--- src/rtl/vga_pkg.sv ---
//==============================================================================
// Module      : vga_pkg
// Description : Shared VGA 640x480@60 timing constants, source-frame defaults
//               and the RGB444 pixel type.
// Revision    : 1.0 - initial release
//==============================================================================
`default_nettype none

package vga_pkg;

  localparam int H_DISPLAY = 640;
  localparam int H_FRONT   = 16;
  localparam int H_SYNC    = 96;
  localparam int H_BACK    = 48;
  localparam int H_TOTAL   = 800;

  localparam int V_DISPLAY = 480;
  localparam int V_FRONT   = 10;
  localparam int V_SYNC    = 2;
  localparam int V_BACK    = 33;
  localparam int V_TOTAL   = 525;

  localparam int SRC_W_DEFAULT = 320;
  localparam int SRC_H_DEFAULT = 240;

  typedef struct packed {
    logic [3:0] r;
    logic [3:0] g;
    logic [3:0] b;
  } rgb444_t;

endpackage

`default_nettype wire

--- src/rtl/vga_delay_line.sv ---
//==============================================================================
// Module      : vga_delay_line
// Description : WIDTH x DEPTH shift register, synchronous active-low reset to
//               RST_VAL in every stage.
// Revision    : 1.0 - initial release
//==============================================================================
`default_nettype none

module vga_delay_line #(
  parameter int               WIDTH   = 1,
  parameter int               DEPTH   = 2,
  parameter logic [WIDTH-1:0] RST_VAL = '0
) (
  input  logic             clk,
  input  logic             reset_n,
  input  logic [WIDTH-1:0] din,
  output logic [WIDTH-1:0] dout
);

  logic [DEPTH*WIDTH-1:0] r_shift;

  generate
    if (DEPTH == 1) begin : g_single
      always_ff @(posedge clk) begin
        if (!reset_n) r_shift <= RST_VAL;
        else          r_shift <= din;
      end
    end else begin : g_multi
      always_ff @(posedge clk) begin
        if (!reset_n) r_shift <= {DEPTH{RST_VAL}};
        else          r_shift <= {r_shift[(DEPTH-1)*WIDTH-1:0], din};
      end
    end
  endgenerate

  assign dout = r_shift[DEPTH*WIDTH-1 -: WIDTH];

endmodule

`default_nettype wire

--- src/rtl/vga_pixel_fetch.sv ---
//==============================================================================
// Module      : vga_pixel_fetch
// Description : Frame-buffer fetch with 2x pixel/line doubling, sync alignment
//               to the read latency and registered RGB444/sync outputs.
//               Optional colour bars: VGA_FETCH_TESTPATTERN_EN.
// Revision    : 1.0 - initial release
//==============================================================================
`default_nettype none

module vga_pixel_fetch
  import vga_pkg::*;
#(
  parameter int SRC_W   = SRC_W_DEFAULT,
  parameter int SRC_H   = SRC_H_DEFAULT,
  parameter int ADDR_W  = 17,
  parameter int RAM_LAT = 2
) (
  input  logic              clk,
  input  logic              reset_n,
  input  logic [9:0]        h_count,
  input  logic [9:0]        v_count,
  input  logic              h_sync_in,
  input  logic              v_sync_in,
  input  logic              video_on_in,
  input  logic              frame_ready,
  output logic              fb_rd_en,
  output logic [ADDR_W-1:0] fb_rd_addr,
  input  logic [11:0]       fb_rd_data,
  output logic [3:0]        vga_r,
  output logic [3:0]        vga_g,
  output logic [3:0]        vga_b,
  output logic              vga_hs,
  output logic              vga_vs,
  output logic              vga_blank_n
);

  logic w_active;
  logic w_line_end;
  logic w_frame_last;
  logic w_frame_start;

  assign w_active      = (h_count < 10'(H_DISPLAY)) && (v_count < 10'(V_DISPLAY));
  assign w_line_end    = (h_count == 10'(H_TOTAL - 1));
  assign w_frame_last  = (v_count == 10'(V_TOTAL - 1));
  assign w_frame_start = (h_count == 10'd0) && (v_count == 10'd0);

  // Base advances once per pair of display lines, giving line doubling without a multiplier.
  logic [ADDR_W-1:0] r_row_base;

  always_ff @(posedge clk) begin
    if (!reset_n) begin
      r_row_base <= '0;
    end else if (w_line_end) begin
      if (w_frame_last)
        r_row_base <= '0;
      else if (v_count[0] && (v_count < 10'(V_DISPLAY)))
        r_row_base <= r_row_base + ADDR_W'(SRC_W);
    end
  end

  always_ff @(posedge clk) begin
    if (!reset_n) begin
      fb_rd_en   <= 1'b0;
      fb_rd_addr <= '0;
    end else if (w_active) begin
      fb_rd_en   <= 1'b1;
      fb_rd_addr <= r_row_base + ADDR_W'(h_count[9:1]);
    end else begin
      fb_rd_en   <= 1'b0;
    end
  end

  // Sampled only at frame start so a new frame_ready level never tears a frame.
  logic r_show_fb;

  always_ff @(posedge clk) begin
    if (!reset_n)           r_show_fb <= 1'b0;
    else if (w_frame_start) r_show_fb <= frame_ready;
  end

`ifdef VGA_FETCH_TESTPATTERN_EN
  localparam int DL_W = 6;
  localparam logic [DL_W-1:0] DL_RST = 6'b110_000;

  // Bar index is registered once so it carries the same 1-cycle lag as the strobes.
  logic [2:0] r_bar_in;

  always_ff @(posedge clk) begin
    if (!reset_n) r_bar_in <= 3'd0;
    else          r_bar_in <= h_count[8:6];
  end

  logic [DL_W-1:0] w_dl_in;
  assign w_dl_in = {h_sync_in, v_sync_in, video_on_in, r_bar_in};
`else
  localparam int DL_W = 3;
  localparam logic [DL_W-1:0] DL_RST = 3'b110;

  logic [DL_W-1:0] w_dl_in;
  assign w_dl_in = {h_sync_in, v_sync_in, video_on_in};
`endif

  logic [DL_W-1:0] w_dl_out;

  vga_delay_line #(
    .WIDTH   (DL_W),
    .DEPTH   (RAM_LAT),
    .RST_VAL (DL_RST)
  ) u_align (
    .clk     (clk),
    .reset_n (reset_n),
    .din     (w_dl_in),
    .dout    (w_dl_out)
  );

  logic w_hs_d;
  logic w_vs_d;
  logic w_vo_d;

  assign w_hs_d = w_dl_out[DL_W-1];
  assign w_vs_d = w_dl_out[DL_W-2];
  assign w_vo_d = w_dl_out[DL_W-3];

  rgb444_t w_pix;

  always_comb begin
    w_pix = '0;
    if (w_vo_d) begin
      if (r_show_fb) begin
        w_pix = fb_rd_data;
      end else begin
`ifdef VGA_FETCH_TESTPATTERN_EN
        w_pix.r = {4{w_dl_out[2]}};
        w_pix.g = {4{w_dl_out[1]}};
        w_pix.b = {4{w_dl_out[0]}};
`endif
      end
    end
  end

  always_ff @(posedge clk) begin
    if (!reset_n) begin
      vga_r       <= 4'd0;
      vga_g       <= 4'd0;
      vga_b       <= 4'd0;
      vga_hs      <= 1'b1;
      vga_vs      <= 1'b1;
      vga_blank_n <= 1'b0;
    end else begin
      vga_r       <= w_pix.r;
      vga_g       <= w_pix.g;
      vga_b       <= w_pix.b;
      vga_hs      <= w_hs_d;
      vga_vs      <= w_vs_d;
      vga_blank_n <= w_vo_d;
    end
  end

endmodule

`default_nettype wire

--- config.mk ---
export PLATFORM = sky130hd
export DESIGN_NAME = vga_pixel_fetch
export DESIGN_NICKNAME = d
export VERILOG_FILES = /design/src/rtl/vga_pkg.sv /design/src/rtl/vga_delay_line.sv /design/src/rtl/vga_pixel_fetch.sv
export SDC_FILE = /design/constraint.sdc
export NUM_CORES = 1
export LEC_CHECK = 0
export CORE_MARGIN = 5
export CORE_UTILIZATION = 48
export DETAILED_ROUTE_END_ITERATION = 8
export DONT_BUFFER_PORTS = 1
export PLACE_DENSITY = 0.67
export SLEW_MARGIN = 20
export SYNTH_ARGS = -nofsm -noshare
export SYNTH_HDL_FRONTEND = slang
export SYNTH_SLANG_ARGS = --single-unit
--- constraint.sdc ---
create_clock -name clk -period 2.7 [get_ports clk]
set_input_delay 0.405 -clock clk [delete_from_list [all_inputs] [get_ports clk]]
set_output_delay 0.405 -clock clk [all_outputs]
set_load 0.05 [all_outputs]
==> reports/metrics.yaml <==
row_count: 23
grt_pass1_wl_mm: 6.196
synth_ff_type: "dfxtp_1"
numClockSinks: 51
initial_core_util_pct: 49.72
multiInputGateArea_um2: 935.9
holdCritPathClass: "in -> reg"
htreeDepth: 2
fmax_mhz: 533.1
ys_warn_count: 0
diodes: 0
ys_seq_elements: 51
cts_setup_buffers: 0
drive_gt1_share_pct: 5.936
dpl.hpwl_mm: 3.022
p_per_area_mw_per_mm2: 662.2
fin_nets: 260
cts_root_buf: "clkbuf_8"
synthToLayoutAreaGrowth_pct: 7.683
irDropWorstVdd_mv: 0.2513
hold_ws_ns: 0.1730
vias: 1502
p_leak_nw: 0.7449
clk_latency_ns: 0.30
netlist_area_mm2: 0.002003
netlist-cell-type-count: 36
crit_arrival_ns: 2.10
crit_path_end_kind: "register"
outcome: "finished, final reports clean"
finalSetupViolations: 0
fin_skew_ns: 0.006800
crit_fanout: 8
grt_pass1_vias: 1402
antenna_found_initial: 0
required_ns: 2.93
drc: 0
relSlewSlack_pct: 55.20
synthArstFlopShare_pct: 0
fill_cells: 387
avgViaCountPerCell: 5.584
core_mm2: 0.004029
cp_slowest_stage_delay_ns: 0.50
post_drt_wl_per_cell_um: 15.11
cp_common_cell: "or3_1"
ant_nets: 0
setup_tns_ns: 0
die_area_mm2: 0.005565
fin_crit_ns: 1.876
path_cells: "or3_4, or3_1, a211o_4, or3_1, a21oi_1"
io_pins: 71
path_clk_slew_ns: 0.09
drt_iter0_drc: 67
syn_nets: 261
die_height_um: 74.60
die_width_um: 74.60
postSynthCellCount: 219
numCtsBuffers: 5
regArea_mm2: 0.001021
period_share_pct: 69.48
postSynthAreaPerCell_um2: 9.147
utilization_pct: 53.54
worst_pin_slew_ns: 0.6674
cts_tree: "done"
hold_buffers: 0
criticalPathCategory: "in -> reg"
hold_viol: 0
rsz0062_at_grt: "no"
gp_congestion: 0.7911
wirelength_mm: 4.064
grt_max_degree: 24
layout_common_cells: "dfxtp_1, nand2_1, a21oi_1, nor2_1, and2_1"
dr.pass1.iters: 4
maxCapViolCount: 0
port_buffers: 0
cp_slowest_cell: "or3_1"
drv_slew: 0
cp-start-kind: "primary input"
grt.overflow.total: 0
synth_edf_count: 0
seq_area_frac_synth_pct: 50.97
grt_usage_pct: 14.47
layout_commonest_cell: "dfxtp_1"
post_cts_resize_count: 0
clock_path_buffers: 2
sequential cells by signal, summed over array words and instances, names as in the netlist:
name and count:
vga_vs 1, fb_rd_en 1, vga_hs 1, vga_r 4
vga_blank_n 1, vga_g 4, fb_rd_addr 17, vga_b 4
r_row_base 11, u_align.r_shift 6, r_show_fb 1
report_power, final:
group	leakage, nW	internal (mW)	switching [mW]	total (mW)
Combinational	0.275	0.0199	0.0315	0.0514
Clock	0.0548	0.279	0.257	0.536
Sequential	0.415	0.772	0.0685	0.841
kinds of logic after synthesis:
kind of cell	synth area share, %
compound gates	15.05
xor+xnor	5.247
fa+ha+maj	2.499
buf+inv	2.311
flops	50.97
mux	0.4997
simple gates	23.42
path summary, 6_finish.rpt:
check | from | to | slack (ns) | cells past startpoint
min reg2reg | u_align.r_shift[1] | u_align.r_shift[4] | 0.42 | 1
max | h_count[6] | r_row_base[16] | 0.82 | 5
max reg2reg | r_row_base[7] | fb_rd_addr[11] | 0.94 | 6
min | reset_n | u_align.r_shift[5] | 0.17 | 1
stage by stage:
step | power, mW | setup slack [ns] | std cells | area, um2
global route | 1.485 | 0.7336 | 269 | 2157
detailed placement | 0.9110 | 0.5129 | 261 | 2042
CTS | 1.448 | 0.8262 | 269 | 2157
global placement | 0.9097 | 0.5399 | 261 | 2042
floorplan | 0.9012 | 0.5985 | 219 | 2003
finish | 1.428 | 0.8242 | 269 | 2157
worst max-delay path, delay by kind of cell:
family | cells | cell delay (ns)
compound gates | 2 | 0.48
simple gates | 3 | 1.23
cells in the mapped netlist (3+ instances only):
master / instances / area share [%]
a211oi_1: 3 / 1.1
a21oi_1: 18 / 4.5
nand2b_1: 6 / 1.9
ha_1: 4 / 2.5
or3_1: 8 / 2.5
nand3_1: 6 / 1.5
o21ai_0: 11 / 2.7
nand2_1: 25 / 4.7
nor2_1: 17 / 3.2
dfxtp_1: 51 / 51
nor3_1: 3 / 0.75
clkbuf_1: 9 / 1.7
xnor2_1: 10 / 4.4
and2_1: 16 / 5.0
nand4_1: 4 / 1.2
area by class of cell:
| cell class | instances | share of cell area, % |
|---|---|---|
| clock buffer | 5 | 3.190 |
| clock inverter | 3 | 2.146 |
| inverter | 2 | 0.3480 |
| multi-input combinational | 156 | 43.39 |
| sequential | 51 | 47.33 |
| tap | 50 | 2.900 |
| timing repair buffer | 2 | 0.6961 |
layer usage:
metal,routed length [um],track usage [%]
met4,54,5.336
met1,1728,17.22
met2,1870,24.49
met5,0,0
met3,410,4.459
Note: power is estimated with default switching activity, not from simulation.
